--- src/rtl/pipeline_controller_pkg.sv ---
// rtl/pipeline_controller_pkg.sv - shared encodings for the pipelined ARM control unit
package pipeline_controller_pkg;

  localparam logic [1:0] OP_DP  = 2'b00;
  localparam logic [1:0] OP_MEM = 2'b01;
  localparam logic [1:0] OP_BR  = 2'b10;

  localparam logic [3:0] CMD_AND = 4'b0000;
  localparam logic [3:0] CMD_EOR = 4'b0001;
  localparam logic [3:0] CMD_SUB = 4'b0010;
  localparam logic [3:0] CMD_ADD = 4'b0100;
  localparam logic [3:0] CMD_CMP = 4'b1010;
  localparam logic [3:0] CMD_ORR = 4'b1100;
  localparam logic [3:0] CMD_MOV = 4'b1101;

  localparam logic [3:0] COND_EQ = 4'b0000;
  localparam logic [3:0] COND_NE = 4'b0001;
  localparam logic [3:0] COND_CS = 4'b0010;
  localparam logic [3:0] COND_CC = 4'b0011;
  localparam logic [3:0] COND_MI = 4'b0100;
  localparam logic [3:0] COND_PL = 4'b0101;
  localparam logic [3:0] COND_VS = 4'b0110;
  localparam logic [3:0] COND_VC = 4'b0111;
  localparam logic [3:0] COND_HI = 4'b1000;
  localparam logic [3:0] COND_LS = 4'b1001;
  localparam logic [3:0] COND_GE = 4'b1010;
  localparam logic [3:0] COND_LT = 4'b1011;
  localparam logic [3:0] COND_GT = 4'b1100;
  localparam logic [3:0] COND_LE = 4'b1101;
  localparam logic [3:0] COND_AL = 4'b1110;

  // FlagWrite bit 1 covers N/Z, bit 0 covers C/V
  localparam logic [1:0] FW_NONE = 2'b00;
  localparam logic [1:0] FW_NZ   = 2'b10;
  localparam logic [1:0] FW_ALL  = 2'b11;

  typedef enum logic [2:0] {
    ALU_ADD = 3'd0,
    ALU_SUB = 3'd1,
    ALU_AND = 3'd2,
    ALU_ORR = 3'd3,
    ALU_EOR = 3'd4,
    ALU_MOV = 3'd5
  } alu_ctrl_e;

  typedef struct packed {
    logic [3:0] cond;
    logic [1:0] flag_write;
    alu_ctrl_e  alu_ctrl;
    logic       alu_src;
    logic       reg_write;
    logic       mem_write;
    logic       mem_to_reg;
    logic       branch;
    logic       pc_src;
  } ctrl_de_t;

  function automatic logic cond_holds(input logic [3:0] cond, input logic [3:0] flags);
    logic n, z, c, v, res;
    {n, z, c, v} = flags;
    res = 1'b0;
    case (cond)
      COND_EQ: res = z;
      COND_NE: res = ~z;
      COND_CS: res = c;
      COND_CC: res = ~c;
      COND_MI: res = n;
      COND_PL: res = ~n;
      COND_VS: res = v;
      COND_VC: res = ~v;
      COND_HI: res = c & ~z;
      COND_LS: res = ~c | z;
      COND_GE: res = (n == v);
      COND_LT: res = (n != v);
      COND_GT: res = ~z & (n == v);
      COND_LE: res = z | (n != v);
      COND_AL: res = 1'b1;
      default: res = 1'b0;
    endcase
    return res;
  endfunction

endpackage

--- src/rtl/cond_unit.sv ---
// rtl/cond_unit.sv - Execute-stage condition check and NZCV flags register
module cond_unit
  import pipeline_controller_pkg::*;
(
  input  logic       clk,
  input  logic       reset,
  input  logic [3:0] cond_e,
  input  logic [1:0] flag_write_e,
  input  logic [3:0] alu_flags,
  output logic       cond_ex_e
);

  logic [3:0] flags_q;

  assign cond_ex_e = cond_holds(cond_e, flags_q);

  // A failed condition must not let the instruction update any flag group
  always_ff @(posedge clk or posedge reset) begin
    if (reset) begin
      flags_q <= 4'b0000;
    end else begin
      if (flag_write_e[1] & cond_ex_e) flags_q[3:2] <= alu_flags[3:2];
      if (flag_write_e[0] & cond_ex_e) flags_q[1:0] <= alu_flags[1:0];
    end
  end

endmodule

--- src/rtl/pipeline_controller.sv ---
// rtl/pipeline_controller.sv - decoder, control pipeline and hazard unit for a 5-stage ARM core
module pipeline_controller
  import pipeline_controller_pkg::*;
#(
  parameter int ALUCTRL_W = 6
) (
  input  logic                 clk,
  input  logic                 reset,
  input  logic [31:0]          InstrD,
  input  logic [3:0]           ALUFlags,
  input  logic                 Match_1E_M,
  input  logic                 Match_1E_W,
  input  logic                 Match_2E_M,
  input  logic                 Match_2E_W,
  input  logic                 Match12D_E,
  output logic [1:0]           RegSrcD,
  output logic [1:0]           ImmSrcD,
  output logic                 ALUSrcE,
  output logic [ALUCTRL_W-1:0] ALUControlE,
  output logic                 BranchTakenE,
  output logic                 MemWriteM,
  output logic                 PCSrcW,
  output logic                 MemtoRegW,
  output logic                 RegWriteW,
  output logic                 StallF,
  output logic                 StallD,
  output logic                 FlushD,
  output logic                 FlushE,
  output logic [1:0]           ForwardAE,
  output logic [1:0]           ForwardBE
);

  ctrl_de_t ctrl_d;
  ctrl_de_t de_q;
  logic     cond_ex_e;
  logic     reg_write_m, mem_to_reg_m, pc_src_m;
  logic     ldr_stall, pc_wr_pend;
  logic     unused_instr;

  assign unused_instr = ^{InstrD[19:16], InstrD[11:0]};

  always_comb begin
    RegSrcD            = 2'b00;
    ImmSrcD            = 2'b00;
    ctrl_d.cond        = InstrD[31:28];
    ctrl_d.flag_write  = FW_NONE;
    ctrl_d.alu_ctrl    = ALU_ADD;
    ctrl_d.alu_src     = 1'b0;
    ctrl_d.reg_write   = 1'b0;
    ctrl_d.mem_write   = 1'b0;
    ctrl_d.mem_to_reg  = 1'b0;
    ctrl_d.branch      = 1'b0;
    ctrl_d.pc_src      = 1'b0;
    case (InstrD[27:26])
      OP_DP: begin
        ctrl_d.alu_src    = InstrD[25];
        ctrl_d.reg_write  = 1'b1;
        ctrl_d.flag_write = InstrD[20] ? FW_NZ : FW_NONE;
        case (InstrD[24:21])
          CMD_AND: ctrl_d.alu_ctrl = ALU_AND;
          CMD_EOR: ctrl_d.alu_ctrl = ALU_EOR;
          CMD_ORR: ctrl_d.alu_ctrl = ALU_ORR;
          CMD_MOV: ctrl_d.alu_ctrl = ALU_MOV;
          CMD_ADD: begin
            ctrl_d.alu_ctrl = ALU_ADD;
            if (InstrD[20]) ctrl_d.flag_write = FW_ALL;
          end
          CMD_SUB: begin
            ctrl_d.alu_ctrl = ALU_SUB;
            if (InstrD[20]) ctrl_d.flag_write = FW_ALL;
          end
          CMD_CMP: begin
            ctrl_d.alu_ctrl   = ALU_SUB;
            ctrl_d.reg_write  = 1'b0;
            ctrl_d.flag_write = FW_ALL;
          end
          default: begin
            ctrl_d.reg_write  = 1'b0;
            ctrl_d.flag_write = FW_NONE;
          end
        endcase
      end
      OP_MEM: begin
        ctrl_d.alu_src = 1'b1;
        ImmSrcD        = 2'b01;
        if (InstrD[20]) begin
          ctrl_d.mem_to_reg = 1'b1;
          ctrl_d.reg_write  = 1'b1;
        end else begin
          ctrl_d.mem_write = 1'b1;
          RegSrcD[1]       = 1'b1;
        end
      end
      OP_BR: begin
        ctrl_d.branch  = 1'b1;
        ctrl_d.alu_src = 1'b1;
        ImmSrcD        = 2'b10;
        RegSrcD[0]     = 1'b1;
      end
      default: ;
    endcase
    ctrl_d.pc_src = ctrl_d.reg_write & (InstrD[15:12] == 4'hF) & ~ctrl_d.branch;
  end

  always_ff @(posedge clk or posedge reset) begin
    if (reset) begin
      de_q <= '0;
    end else if (FlushE) begin
      de_q <= '0;
    end else begin
      de_q <= ctrl_d;
    end
  end

  cond_unit u_cond_unit (
    .clk          (clk),
    .reset        (reset),
    .cond_e       (de_q.cond),
    .flag_write_e (de_q.flag_write),
    .alu_flags    (ALUFlags),
    .cond_ex_e    (cond_ex_e)
  );

  assign ALUSrcE      = de_q.alu_src;
  assign ALUControlE  = ALUCTRL_W'(de_q.alu_ctrl);
  assign BranchTakenE = de_q.branch & cond_ex_e;

  // Architectural side effects are squashed here when the condition fails
  always_ff @(posedge clk or posedge reset) begin
    if (reset) begin
      reg_write_m  <= 1'b0;
      MemWriteM    <= 1'b0;
      mem_to_reg_m <= 1'b0;
      pc_src_m     <= 1'b0;
      RegWriteW    <= 1'b0;
      MemtoRegW    <= 1'b0;
      PCSrcW       <= 1'b0;
    end else begin
      reg_write_m  <= de_q.reg_write & cond_ex_e;
      MemWriteM    <= de_q.mem_write & cond_ex_e;
      mem_to_reg_m <= de_q.mem_to_reg;
      pc_src_m     <= de_q.pc_src & cond_ex_e;
      RegWriteW    <= reg_write_m;
      MemtoRegW    <= mem_to_reg_m;
      PCSrcW       <= pc_src_m;
    end
  end

  always_comb begin
    ForwardAE = 2'b00;
    ForwardBE = 2'b00;
    if (Match_1E_M & reg_write_m)    ForwardAE = 2'b10;
    else if (Match_1E_W & RegWriteW) ForwardAE = 2'b01;
    if (Match_2E_M & reg_write_m)    ForwardBE = 2'b10;
    else if (Match_2E_W & RegWriteW) ForwardBE = 2'b01;
  end

  // PC writes in flight use the unconditioned E term so fetch never races a possible PC update
  assign ldr_stall  = Match12D_E & de_q.mem_to_reg;
  assign pc_wr_pend = ctrl_d.pc_src | de_q.pc_src | pc_src_m;
  assign StallF     = ldr_stall | pc_wr_pend;
  assign StallD     = ldr_stall;
  assign FlushD     = pc_wr_pend | PCSrcW | BranchTakenE;
  assign FlushE     = ldr_stall | BranchTakenE;

endmodule
--- config.mk ---
export PLATFORM = sky130hd
export DESIGN_NAME = pipeline_controller
export DESIGN_NICKNAME = d
export VERILOG_FILES = /design/src/rtl/pipeline_controller_pkg.sv /design/src/rtl/cond_unit.sv /design/src/rtl/pipeline_controller.sv
export SDC_FILE = /design/constraint.sdc
export NUM_CORES = 1
export LEC_CHECK = 0
export BUFFER_PORTS_ARGS = -buffer_cell sky130_fd_sc_hd__buf_2
export CAP_MARGIN = 20
export CORE_MARGIN = 2
export CORE_UTILIZATION = 43
export CTS_BUF_LIST = sky130_fd_sc_hd__clkbuf_8
export DETAILED_ROUTE_END_ITERATION = 16
export GPL_TIMING_DRIVEN = 0
export PLACE_DENSITY = 0.76
export SLEW_MARGIN = 10
export SYNTH_ARGS = -nofsm -noshare
export SYNTH_HDL_FRONTEND = slang
export SYNTH_SLANG_ARGS = --single-unit
--- constraint.sdc ---
create_clock -name clk -period 2.1 [get_ports clk]
set_clock_uncertainty 0.1 [all_clocks]
set_input_delay 0.315 -clock clk [delete_from_list [all_inputs] [get_ports clk]]
set_output_delay 0.315 -clock clk [all_outputs]
set_load 0.01 [all_outputs]
==> results.json <==
{
  "reg2reg_depth": 10,
  "cts_tree": "yes",
  "min_path_cells": 3,
  "clk_path_buf_depth": 2,
  "clockRootBuffer": "clkbuf_8",
  "start_util": 0.440,
  "post-place-ws_ns": -0.344,
  "status": "finished, violations left",
  "grt_max_degree": 27,
  "synth_area_sq_um": 1450,
  "cts_max_level": 1,
  "crit_family": "compound AO/OA/AOI/OAI gates",
  "reg2reg_slack_ns": -0.29,
  "portBuffers": 47,
  "drt-wirelength-per-cell_um": 12.2,
  "ys_async_sr_fraction": 1.00,
  "critPathKind": "flip-flop to output port",
  "hold_path_class": "input pin to flip-flop",
  "path_cells": "buf_6, mux2_4, a32oi_2, o211ai_2, o31a_1, or3_4, buf_6",
  "powerDensity_nw_per_um2": 704,
  "failed_checks": "negative setup slack",
  "whs_ns": 0.165,
  "crit_path_frequent_cell": "buf_6",
  "hp-start": "InstrD[28]",
  "hpwl_um": 2210,
  "die_h_um": 62.0,
  "synth_seq_cells": 26,
  "cp_data_required_time_ns": 1.68,
  "place_congestion": 0.848,
  "routed_via_density": 4.83,
  "synth_edf_count": 0,
  "cp-end-kind": "output port",
  "min_to": "de_q[11]",
  "syn_inst": 146,
  "pin_count": 67,
  "finalMaxSlewViolations": 0,
  "slowest_delay_ns": 0.45,
  "clock_latency_ns": 0.27,
  "rsz0062_at_grt": "yes",
  "p_leak_nw": 1.06,
  "num_vias": 1260,
  "antenna_cells": 0,
  "ys.flop_type": "dfrtp_1",
  "timing.rr.start": "u_cond_unit.flags_q[3]",
  "cp_num_buf_inv": 2,
  "dr.pass1.iters": 4,
  "grt_overflow": 0,
  "synth_seq_area_share": 0.450,
  "max_cap_violations": 0,
  "detail-route-antenna-nets": 0,
  "timing.fmax_mhz": 380,
  "ir_drop_v": 0.000343,
  "min_period_ns": 2.63,
  "dieArea_sq_um": 3840,
  "clk_pin_slew_worst_paths_ns": 0.08,
  "yosysWarnings": 0,
  "area_growth_pct": 44.8,
  "syn_avg_cell_area_sq_um": 9.90,
  "setup_slack_ns": -0.532,
  "fill_cells": 289,
  "drtIter0Drc": 53,
  "crit_slowest_cell": "dfrtp_2",
  "power_mw": 1.47,
  "nets": 264,
  "period_share": 1.25,
  "grt_first_pass_wirelength_um": 4720,
  "antenna_found_initial": 0,
  "crit_path_start_kind": "flip-flop",
  "rows": 21,
  "final_core_util": 0.637,
  "regToRegEndpoint": "de_q[2]",
  "coreArea_sq_um": 3280,
  "cts_made_buffers": 3,
  "die_x_um": 62.0,
  "worst-path-max-fanout": 5,
  "wl_um": 3190,
  "synth_cell_type_count": 45,
  "grt_pass1_vias": 1107,
  "drive_above_1_share": 0.526,
  "setup_viol": 21,
  "drc": 0,
  "hold_viol": 0,
  "grt.total_usage": 0.166,
  "worstPathArrival_ns": 2.22,
  "clock-sinks": 26
}
## worst max path at each step
stage                            from            to  slack (ns)  depth (start not counted)
3_3_place_gp   u_cond_unit.flags_q[3]  BranchTakenE       -0.34                          7
2_1_floorplan                de_q[13]        FlushD       -0.11                          7
6_report       u_cond_unit.flags_q[3]        FlushD       -0.53                          7
4_1_cts                      de_q[13]        FlushD       -0.59                          8
3_5_place_dp   u_cond_unit.flags_q[3]  BranchTakenE       -0.34                          7
5_1_grt                      de_q[13]        FlushD       -0.64                          8
## final cells by class
cell class                 count  area, sq um  area share
sequential                    26          654       0.313
buffer                        10         80.1      0.0383
tap                           46         57.6      0.0275
clock buffer                   4         55.1      0.0263
timing repair buffer          65          432       0.206
multi-input combinational    103          787       0.376
inverter                       7         26.3      0.0126
## layout by cell type, fill, tap and decap left out, types with 3 or more instances in the layout
cell      netlist  final
nand2_1        15     15
nor2_2          0      4
buf_6           3     11
dfrtp_2         0      3
ha_1            5      4
nor2_1         15     11
mux2_2          4      4
dfrtp_1        26     23
buf_2           2     46
nor3_1          6      4
conb_1          1      3
a21oi_1         5      5
nand2b_1        4      4
inv_1           7      7
nor2b_1         6      5
clkbuf_8        0      4
buf_4           7     16
## repair_timing
item,4_1_cts,5_1_grt
endpoints found under the hold margin,0,4
pin swaps,4,8
hold buffers,0,1
setup endpoints to repair,17,23
gates resized for setup,8,24
setup buffers,6,10
## Yosys cell counts (all sizes together), types with 2 or more instances
cell type,instances,area (sq um)
and2,2,12.5
nand2b,4,25.0
inv,7,26.3
or3,3,18.8
or2,2,12.5
o31a,2,17.5
a32oi,2,25.0
nand2,15,56.3
mux2,5,60.1
a211oi,2,20.0
ha,5,62.6
xor2,2,17.5
nor2b,6,37.5
nor3,7,40.0
nor3b,2,20.0
dfrtp,26,651
a21oi,5,25.0
nor2,15,56.3
buf,12,96.3
o211ai,2,20.0
nor4,2,12.5
or3b,2,17.5
o31ai,2,15.0
nand3,2,10.0
## worst reg2reg max path, cell delays in order (launching register included)
cell and delay (ns):
dfrtp_2 0.45, xor2_2 0.20, or4_4 0.50, a31oi_4 0.18, o31a_1 0.30, buf_6 0.16, buf_6 0.09, buf_6 0.08
buf_6 0.08, buf_6 0.09, nor3_2 0.03
## layer usage
metal | up-vias | routed length [um] | GRT usage
li1 | 631 | - | -
met1 | 591 | 1320 | 0.205
met2 | 31 | 1690 | 0.286
met3 | 7 | 138 | 0.0352
met4 | 0 | 51 | 0.0578
met5 | - | 0 | 0
## stage by stage
stage / area [sq um] / std cells / TNS, ns
2_1_floorplan: 1460 / 148 / -0.234
6_report: 2090 / 261 / -3.41
3_3_place_gp: 1760 / 241 / -1.50
4_1_cts: 1910 / 251 / -2.03
5_1_grt: 2090 / 261 / -5.30
3_5_place_dp: 1760 / 241 / -1.70
## cells by family after synthesis
logic type,synth area share
AOI/OAI and AO/OA,0.117
xor gates and xnor gates,0.0121
adders and majority gates,0.0433
buffers and inverters,0.0849
DFF,0.450
muxes,0.0485
other,0.00259
and+or+nand+nor,0.242
## where the power goes
group	internal (mW)	total (mW)	switching (mW)
logic	0.289	0.521	0.233
registers	0.563	0.636	0.0732
clock network	0.167	0.315	0.148
total	1.02	1.47	0.454
## registers in the layout, summed over array words and instances (netlist names)
name,cells
de_q,11
u_cond_unit.flags_q,4
ALUControlE,3
ALUSrcE,1
MemWriteM,1
MemtoRegW,1
PCSrcW,1
RegWriteW,1
mem_to_reg_m,1
pc_src_m,1
reg_write_m,1
Note: power is estimated with default switching activity, not from simulation.
